`src/rtl/toycpu_core_exec.sv`:
```
// Execution core of the 16-bit toy CPU: decoder, 16x16 register file, ALU, carry/zero flags and address mux.
// Define TOYCPU_DEBUG_EN to add the reg0..reg3 observation ports.
module toycpu_core_exec #(
    parameter int NREGS = 16,
    parameter int DW    = 16
) (
    input  logic          clk,
    input  logic          rst,
    input  logic [DW-1:0] instruction,
    input  logic [DW-1:0] memRData,
    output logic [1:0]    nextPCSel,
    output logic [DW-1:0] instrData,
    output logic [DW-1:0] regSrcData,
    output logic [DW-1:0] memAddr,
    output logic          memWE,
    output logic          cFlag,
`ifdef TOYCPU_DEBUG_EN
    output logic [DW-1:0] reg0,
    output logic [DW-1:0] reg1,
    output logic [DW-1:0] reg2,
    output logic [DW-1:0] reg3,
`endif
    output logic          zFlag
);

    localparam logic [3:0] OP_ADD = 4'h1, OP_SUB = 4'h2, OP_AND = 4'h3, OP_OR  = 4'h4;
    localparam logic [3:0] OP_XOR = 4'h5, OP_NOT = 4'h6, OP_SHL = 4'h7, OP_SHR = 4'h8;
    localparam logic [3:0] OP_MOV = 4'h9, OP_LDI = 4'hA, OP_LD  = 4'hB, OP_ST  = 4'hC;
    localparam logic [3:0] OP_JMP = 4'hD, OP_JR  = 4'hE, OP_BCC = 4'hF;

    logic [3:0]    op, rd_idx, rs_idx;
    logic [1:0]    cc;
    logic [DW-1:0] rd_val, rs_val;
    logic [DW-1:0] alu_res, wb_data;
    logic          alu_c, flag_we, reg_we, br_take;
    logic          c_q, c_d, z_q, z_d;
    logic [DW-1:0] regs_q [NREGS];

    assign op     = instruction[15:12];
    assign rd_idx = instruction[11:8];
    assign rs_idx = instruction[7:4];
    assign cc     = instruction[11:10];

    // Asynchronous read ports return the pre-edge value when the same register is being written.
    assign rd_val = regs_q[rd_idx];
    assign rs_val = regs_q[rs_idx];

    always_comb begin
        alu_res = '0;
        alu_c   = 1'b0;
        case (op)
            OP_ADD: {alu_c, alu_res} = {1'b0, rd_val} + {1'b0, rs_val};
            OP_SUB: begin
                alu_res = rd_val - rs_val;
                alu_c   = (rd_val < rs_val);
            end
            OP_AND: alu_res = rd_val & rs_val;
            OP_OR:  alu_res = rd_val | rs_val;
            OP_XOR: alu_res = rd_val ^ rs_val;
            OP_NOT: alu_res = ~rs_val;
            OP_SHL: begin
                alu_res = rs_val << 1;
                alu_c   = rs_val[DW-1];
            end
            OP_SHR: begin
                alu_res = rs_val >> 1;
                alu_c   = rs_val[0];
            end
            OP_MOV: alu_res = rs_val;
            default: begin
                alu_res = '0;
                alu_c   = 1'b0;
            end
        endcase
    end

    assign flag_we = (op >= OP_ADD) && (op <= OP_SHR);
    assign reg_we  = (op >= OP_ADD) && (op <= OP_LD);
    assign c_d     = flag_we ? alu_c : c_q;
    assign z_d     = flag_we ? (alu_res == '0) : z_q;

    always_comb begin
        if (op == OP_LDI)     wb_data = {{(DW-8){1'b0}}, instruction[7:0]};
        else if (op == OP_LD) wb_data = memRData;
        else                  wb_data = alu_res;
    end

    // Branch conditions test the flags left by earlier instructions, never the current one.
    always_comb begin
        case (cc)
            2'b00:   br_take = z_q;
            2'b01:   br_take = ~z_q;
            2'b10:   br_take = c_q;
            default: br_take = ~c_q;
        endcase
    end

    always_comb begin
        nextPCSel = 2'b00;
        instrData = {{(DW-8){1'b0}}, instruction[7:0]};
        memAddr   = instrData;
        memWE     = 1'b0;
        case (op)
            OP_LD:  memAddr = rs_val;
            OP_ST: begin
                memAddr = rd_val;
                memWE   = 1'b1;
            end
            OP_JMP: begin
                instrData = {{(DW-12){1'b0}}, instruction[11:0]};
                memAddr   = instrData;
                nextPCSel = 2'b01;
            end
            OP_JR:  nextPCSel = 2'b10;
            OP_BCC: begin
                instrData = {{(DW-10){1'b0}}, instruction[9:0]};
                memAddr   = instrData;
                nextPCSel = br_take ? 2'b01 : 2'b00;
            end
            default: ;
        endcase
    end

    assign regSrcData = rs_val;
    assign cFlag      = c_q;
    assign zFlag      = z_q;

    always_ff @(posedge clk or posedge rst) begin
        if (rst) begin
            c_q <= 1'b0;
            z_q <= 1'b0;
            for (int i = 0; i < NREGS; i++) regs_q[i] <= '0;
        end else begin
            c_q <= c_d;
            z_q <= z_d;
            if (reg_we) regs_q[rd_idx] <= wb_data;
        end
    end

`ifdef TOYCPU_DEBUG_EN
    assign reg0 = regs_q[0];
    assign reg1 = regs_q[1];
    assign reg2 = regs_q[2];
    assign reg3 = regs_q[3];
`endif

endmodule

```
`config.mk`:
```
export PLATFORM = sky130hd
export DESIGN_NAME = toycpu_core_exec
export DESIGN_NICKNAME = d
export VERILOG_FILES = /design/src/rtl/toycpu_core_exec.sv
export SDC_FILE = /design/constraint.sdc
export NUM_CORES = 1
export LEC_CHECK = 0
export CORE_MARGIN = 3
export CORE_UTILIZATION = 40
export CTS_CLUSTER_DIAMETER = 150
export DETAILED_ROUTE_END_ITERATION = 8
export SYNTH_ARGS = -nofsm -noshare
export SYNTH_HDL_FRONTEND = slang
export SYNTH_SLANG_ARGS = --single-unit
```
`constraint.sdc`:
```
create_clock -name clk -period 12.8 [get_ports clk]
set_input_delay 3.84 -clock clk [delete_from_list [all_inputs] [get_ports clk]]
set_output_delay 3.84 -clock clk [all_outputs]
set_load 0.005 [all_outputs]
```
Word-level counts from Yosys, hierarchy flattened. Index checks and enable logic that the tools add are counted.

Output and inout bits: 53. Word-level logic and storage cells: 76. Register bits: 258.

$add $sub $neg: 2. Equal/unequal tests: 17. Reduce and logical (&&, ||, !) cells: 5. $lt $le $gt $ge: 7. Bitwise gates (word level): 8. Multiplexer cells: 19.

Operators by type and width (number): 256-bit bitwise mux (1); 16-bit one-hot mux with 9 select lines (1); 16-bit binary-select mux with 4-bit select (2); 16-bit two-way mux (7); 16-bit demux with 4-bit select (1); 16-bit one-hot mux with 4 select lines (1); 4-bit equality test, second input constant (8); 12-bit one-hot mux with 2 select lines (1); 16-bit by 16-bit adder with 17-bit output (1); 16-bit bitwise AND (1); 4-bit by 3-bit equality test with 1-bit output, second input constant (4); 16-bit zero test (1); 16-bit < comparator (1); 16-bit inverter (1); 16-bit bitwise OR (1); 16-bit subtractor (1); 16-bit bitwise XOR (1); 5-bit greater-or-equal comparator, second input constant (2); 4-bit inverter with 5-bit output (2); 4-bit by 2-bit equality test with 1-bit output, second input constant (2); 4-bit <= comparator, second input constant (2); 2-bit one-hot mux with 3 select lines (1); 5-bit by 1-bit < comparator with 1-bit output, second input constant (1); 4-bit by 1-bit equality test with 1-bit output, second input constant (1); other kinds (9) (13).

Longest topological paths before layout.
Word-level depth: 9. Gate-level depth with buffers: 22.

Worst setup path before layout. Ideal clock, no wire load.

Kind: input -> output. Start point: input port instruction[8]. End point: output port memAddr[1]. Data required time: 8960 ps. Stages on the path: 7. Setup slack: 2638 ps. Arrival: 6322 ps. Cell sequence: clkbuf_1 > clkbuf_1 > buf_1 > mux4_2 > mux4_2 > nand2_1 > nand2_1.

Longest elaborated chain between the ends: 5.

Ends and longest elaborated chain: start: declaration (RTL line 9) `input logic [DW-1:0] instruction,`; 4-bit inverter with 5-bit output (implied by the code) (RTL line 45) `assign rd_val = regs_q[rd_idx];`; 16-bit binary-select mux with 4-bit select (RTL line 45); 16-bit two-way mux (implied by the code) (2 in series) (RTL line 45); 16-bit one-hot mux with 4 select lines (RTL line 103) `case (op)`; end: declaration (RTL line 14) `output logic [DW-1:0] memAddr,`.

Every way passes these cells. The select of a mux whose other input is x is not followed.

Worst setup path after layout.
Start point: input port instruction[4]. End point: output port memAddr[5].

Longest elaborated chain between the ends: 5.

Ends and longest elaborated chain: 4-bit inverter with 5-bit output (implied by the code) (RTL line 46) `assign rs_val = regs_q[rs_idx];`; 16-bit binary-select mux with 4-bit select (RTL line 46); 16-bit two-way mux (implied by the code) (2 in series) (RTL line 46); 16-bit one-hot mux with 4 select lines (RTL line 103).

Every way passes these cells. The select of a mux whose other input is x is not followed.

==> results.md <==
* Total power at 4372 uW
* # clock sinks at between 200 and 300
* Clock period minus worst slack at between 10 and 15 ns
* Number of flops mapped to enable cells by yosys at 0
* Flops & latches, synth at approximately 260
* Clock share of power at between 15 and 20%
* Critical path type: input port to primary output
* CP max FO at 43
* GR Util All Layers at a little under a quarter
* Power per Cell Area at about 220 nW/um2
* Later-pin clock latency in the skew report at between 0.5 and 0.6 ns
* Initial Util at around two fifths
* Num CTS Buffers at 25
* Least-Margin Pin Slew at 1.259 ns
* Warnings from Yosys at 0
* First-pass GRT wire length at roughly 87 mm
* Peak Freq at between 0.09 and 0.1 GHz
* Post-Synthesis Cell Area at 17,500 um2
* R2r startpoint: regs_q[0]
* CTS Hold Bufs at 0
* CTS clk-pin slew, worst paths at approximately 0.07 ns
* VDD IR max at about 0.094 mV
* Reg-to-reg endpoint: regs_q[190]
* Beginning of the worst hold path: regs_q[55]
* End of the worst hold path: regs_q[55]
* CTS tree: yes
* Worst Path Required at roughly 9.0 ns
* Setup slack, reg-to-reg at about 7.0 ns
* Initial antenna violation count at 0
* Cell Int Power at 2539 uW
* Routed vias/inst at between 6 and 7
* Nets at ~1,800
* Layout cells sized above 1 at roughly 17%
* Fillers at roughly 4,100
* Syn-to-layout area delta at 11.37%
* Status: complete, no violations
* I/O Buffers at between 80 and 90
* CP Capture Type: primary output
* Max-slew headroom at ~16%
* Final Hold Fails at 0
* Drt initial violations at roughly 1,500
* H-tree levels at 1
* Ports at 87
* Vias post-DR at 14,350
* Clk root buf: clkbuf_16
* Largest net degree at the start of global routing at 121
* Post-route cell area at between 15,000 and 20,000 um2
* Dpl ws at 2.048 ns
* NetSw at around 1800 uW
* Combinational share of power at between 40% and 50%
* Post-CTS Setup Repair Bufs at 0
* Post-DRT Antenna Nets at 0
* Core ar. at between 40,000 and 50,000 um2
* RSZ-0062 raised after global routing: no
* Top_reg_cell synth: dfrtp_1
* Finish-stage setup viols at 0
* Final Cycle Share at 84.02%
* Num rows at 76
* Max-cap violations at 0
* Placed Area at 18,660 um2
* Fin Hold WS at between 0.5 and 0.6 ns
* Critical Path AT at roughly 6.9 ns
* Die X at roughly 220 um
* TNS Setup at 0 ns
* Worst r2r path cells at 14
* Switching Share at 41.92%
* # DRC at 0
* Async S/R FF share, synth at between 90% and 100%
* Max Slew Vio Count at 0
* Setup slack after layout at around 2.0 ns
* Synthesized instance count at around 1,700
* Distinct cells, synth at between 80 and 90
* Bufs on Longest Clock Path at 3
* Cells resized by post-CTS repair at 0
* HPWL Detailed at about 39 mm
* Die footprint at 46,300 um2
* # diodes at 0
* Leak Pwr at around 0.008 uW
* Vias in the first global route at approximately 14,000
* Gpl congestion at slightly below 1
* Post-Route WL at about 56 mm
* Drt first pass iters at 6
* Worst Clk Skew at roughly 0.025 ns
* Syn Area/Cell at approximately 10 um2
* DR WL/cell at roughly 24 um
* GRT overflow at 0
* Hold WC Path Type: flip-flop to flip-flop
* Flop pwr share at between 30 and 40%
* Hold-critical path depth at 2
* Sequential area share after synthesis at roughly 37%
* Chip height at 215.2 um
* Critical path startpoint category: input port
how the worst max path moves through the flow:
| stage | from | to | slack [ns] | depth (start not counted) |
|---|---|---|---|---|
| global route | instruction[8] | memAddr[15] | 1.90 | 7 |
| global placement | instruction[8] | memAddr[15] | 2.08 | 7 |
| detailed placement | instruction[8] | memAddr[15] | 2.05 | 7 |
| finish | instruction[4] | memAddr[5] | 2.05 | 7 |
| CTS | instruction[8] | memAddr[15] | 2.05 | 7 |
| floorplan | rst | cFlag | 1.86 | 1 |
power by group through the flow:
stage,Sequential (uW),Clock [uW],Combinational (uW)
after detailed placement,1430,0,2140
after floorplan,1330,0,1600
after global routing,1470,813,2380
final,1430,768,2180
after global placement,1410,0,2100
after CTS,1420,781,2150
synthesized netlist by cell type (12+ instances only):
| cell type | number | share of area (%) |
|---|---|---|
| a221o_1 | 14 | 0.80 |
| clkbuf_1 | 100 | 2.1 |
| inv_1 | 53 | 1.1 |
| ha_1 | 48 | 3.4 |
| nand2b_1 | 14 | 0.50 |
| mux4_1 | 14 | 2.1 |
| o21ai_0 | 129 | 3.7 |
| a22oi_1 | 21 | 0.90 |
| buf_4 | 24 | 1.0 |
| a221oi_1 | 12 | 0.60 |
| nand3_1 | 13 | 0.37 |
| mux4_2 | 127 | 16 |
| nor2_1 | 214 | 4.6 |
| nand2_1 | 157 | 3.4 |
| mux2i_1 | 49 | 2.8 |
| o211ai_1 | 13 | 0.56 |
| a21oi_1 | 206 | 5.9 |
| mux2_2 | 36 | 2.3 |
| nor3_1 | 20 | 0.57 |
| buf_2 | 29 | 0.83 |
| dfrtp_1 | 258 | 37 |
cell families after synthesis:
kind of cell             count (synthesis)  synth area share (%)
AND/OR/NAND/NOR                        496                 12.71
AO/OA/AOI/OAI                          479                 16.53
flip-flops                             258                 36.89
multiplexers                           231                 24.06
buffers and inverters                  223                 5.826
adder cells (fa/ha/maj)                 50                 3.660
XOR/XNOR                                 6                0.3002
other                                    1               0.02142
critical path: stages:
cell             delay, ns
buf_4                 0.58
mux4_1                0.68
mux2_2                0.31
o21ai_0               0.56
nor2_1                0.08
a221o_1               0.33
clkdlybuf4s50_1       0.48
through the flow:
step | cells | utilization, %
after global placement | 2291 | 43.22
after floorplan | 1747 | -
final | 2337 | 45.15
after CTS | 2337 | 45.15
after detailed placement | 2291 | 43.22
after global routing | 2337 | 45.15
final cells by class:
cell class | count | area [um2] | share of cell area (%)
timing repair buffer | 129 | 1151 | 5.905
multi-input combinational | 1266 | 10110 | 51.87
sequential | 258 | 6456 | 33.12
clock buffer | 29 | 670.6 | 3.440
inverter | 53 | 206.4 | 1.059
tap | 585 | 732.0 | 3.755
clock inverter | 17 | 166.4 | 0.8537
cell usage in the layout, fill, tap and decap left out, drive strengths merged, types with 5 or more instances in the layout:
| cell | instances |
|---|---|
| a21o | 5 |
| a2111oi | 7 |
| a221o | 14 |
| o21ai | 130 |
| nor2b | 9 |
| inv | 54 |
| mux4 | 141 |
| clkdlybuf4s50 | 75 |
| nor4 | 8 |
| or3 | 6 |
| nor3b | 9 |
| nor3 | 21 |
| clkbuf | 29 |
| clkinv | 12 |
| nand2b | 14 |
| o22ai | 5 |
| buf | 54 |
| a21oi | 209 |
| mux2i | 53 |
| a31oi | 8 |
| a22oi | 21 |
| ha | 48 |
| a211o | 5 |
| dfrtp | 258 |
| o31ai | 7 |
| nand3b | 5 |
| nor2 | 214 |
| a211oi | 6 |
| nand4 | 5 |
| nand2 | 158 |
| mux2 | 37 |
| o211ai | 13 |
| a221oi | 14 |
| o221ai | 5 |
| nand3 | 13 |
flip-flops by register name (all words and copies together) (netlist names):
signal and cells:
cFlag 1, zFlag 1, regs_q 256
metal layers:
| layer | vias up | GRT usage (%) | share of wire, % |
|---|---|---|---|
| li1 | 6406 | - | - |
| met1 | 7181 | 31.71 | 41 |
| met2 | 642 | 40.70 | 49 |
| met3 | 117 | 2.998 | 6.3 |
| met4 | 0 | 8.328 | 3.4 |
| met5 | - | 0 | 0 |
(Power assumes the default switching activity.)
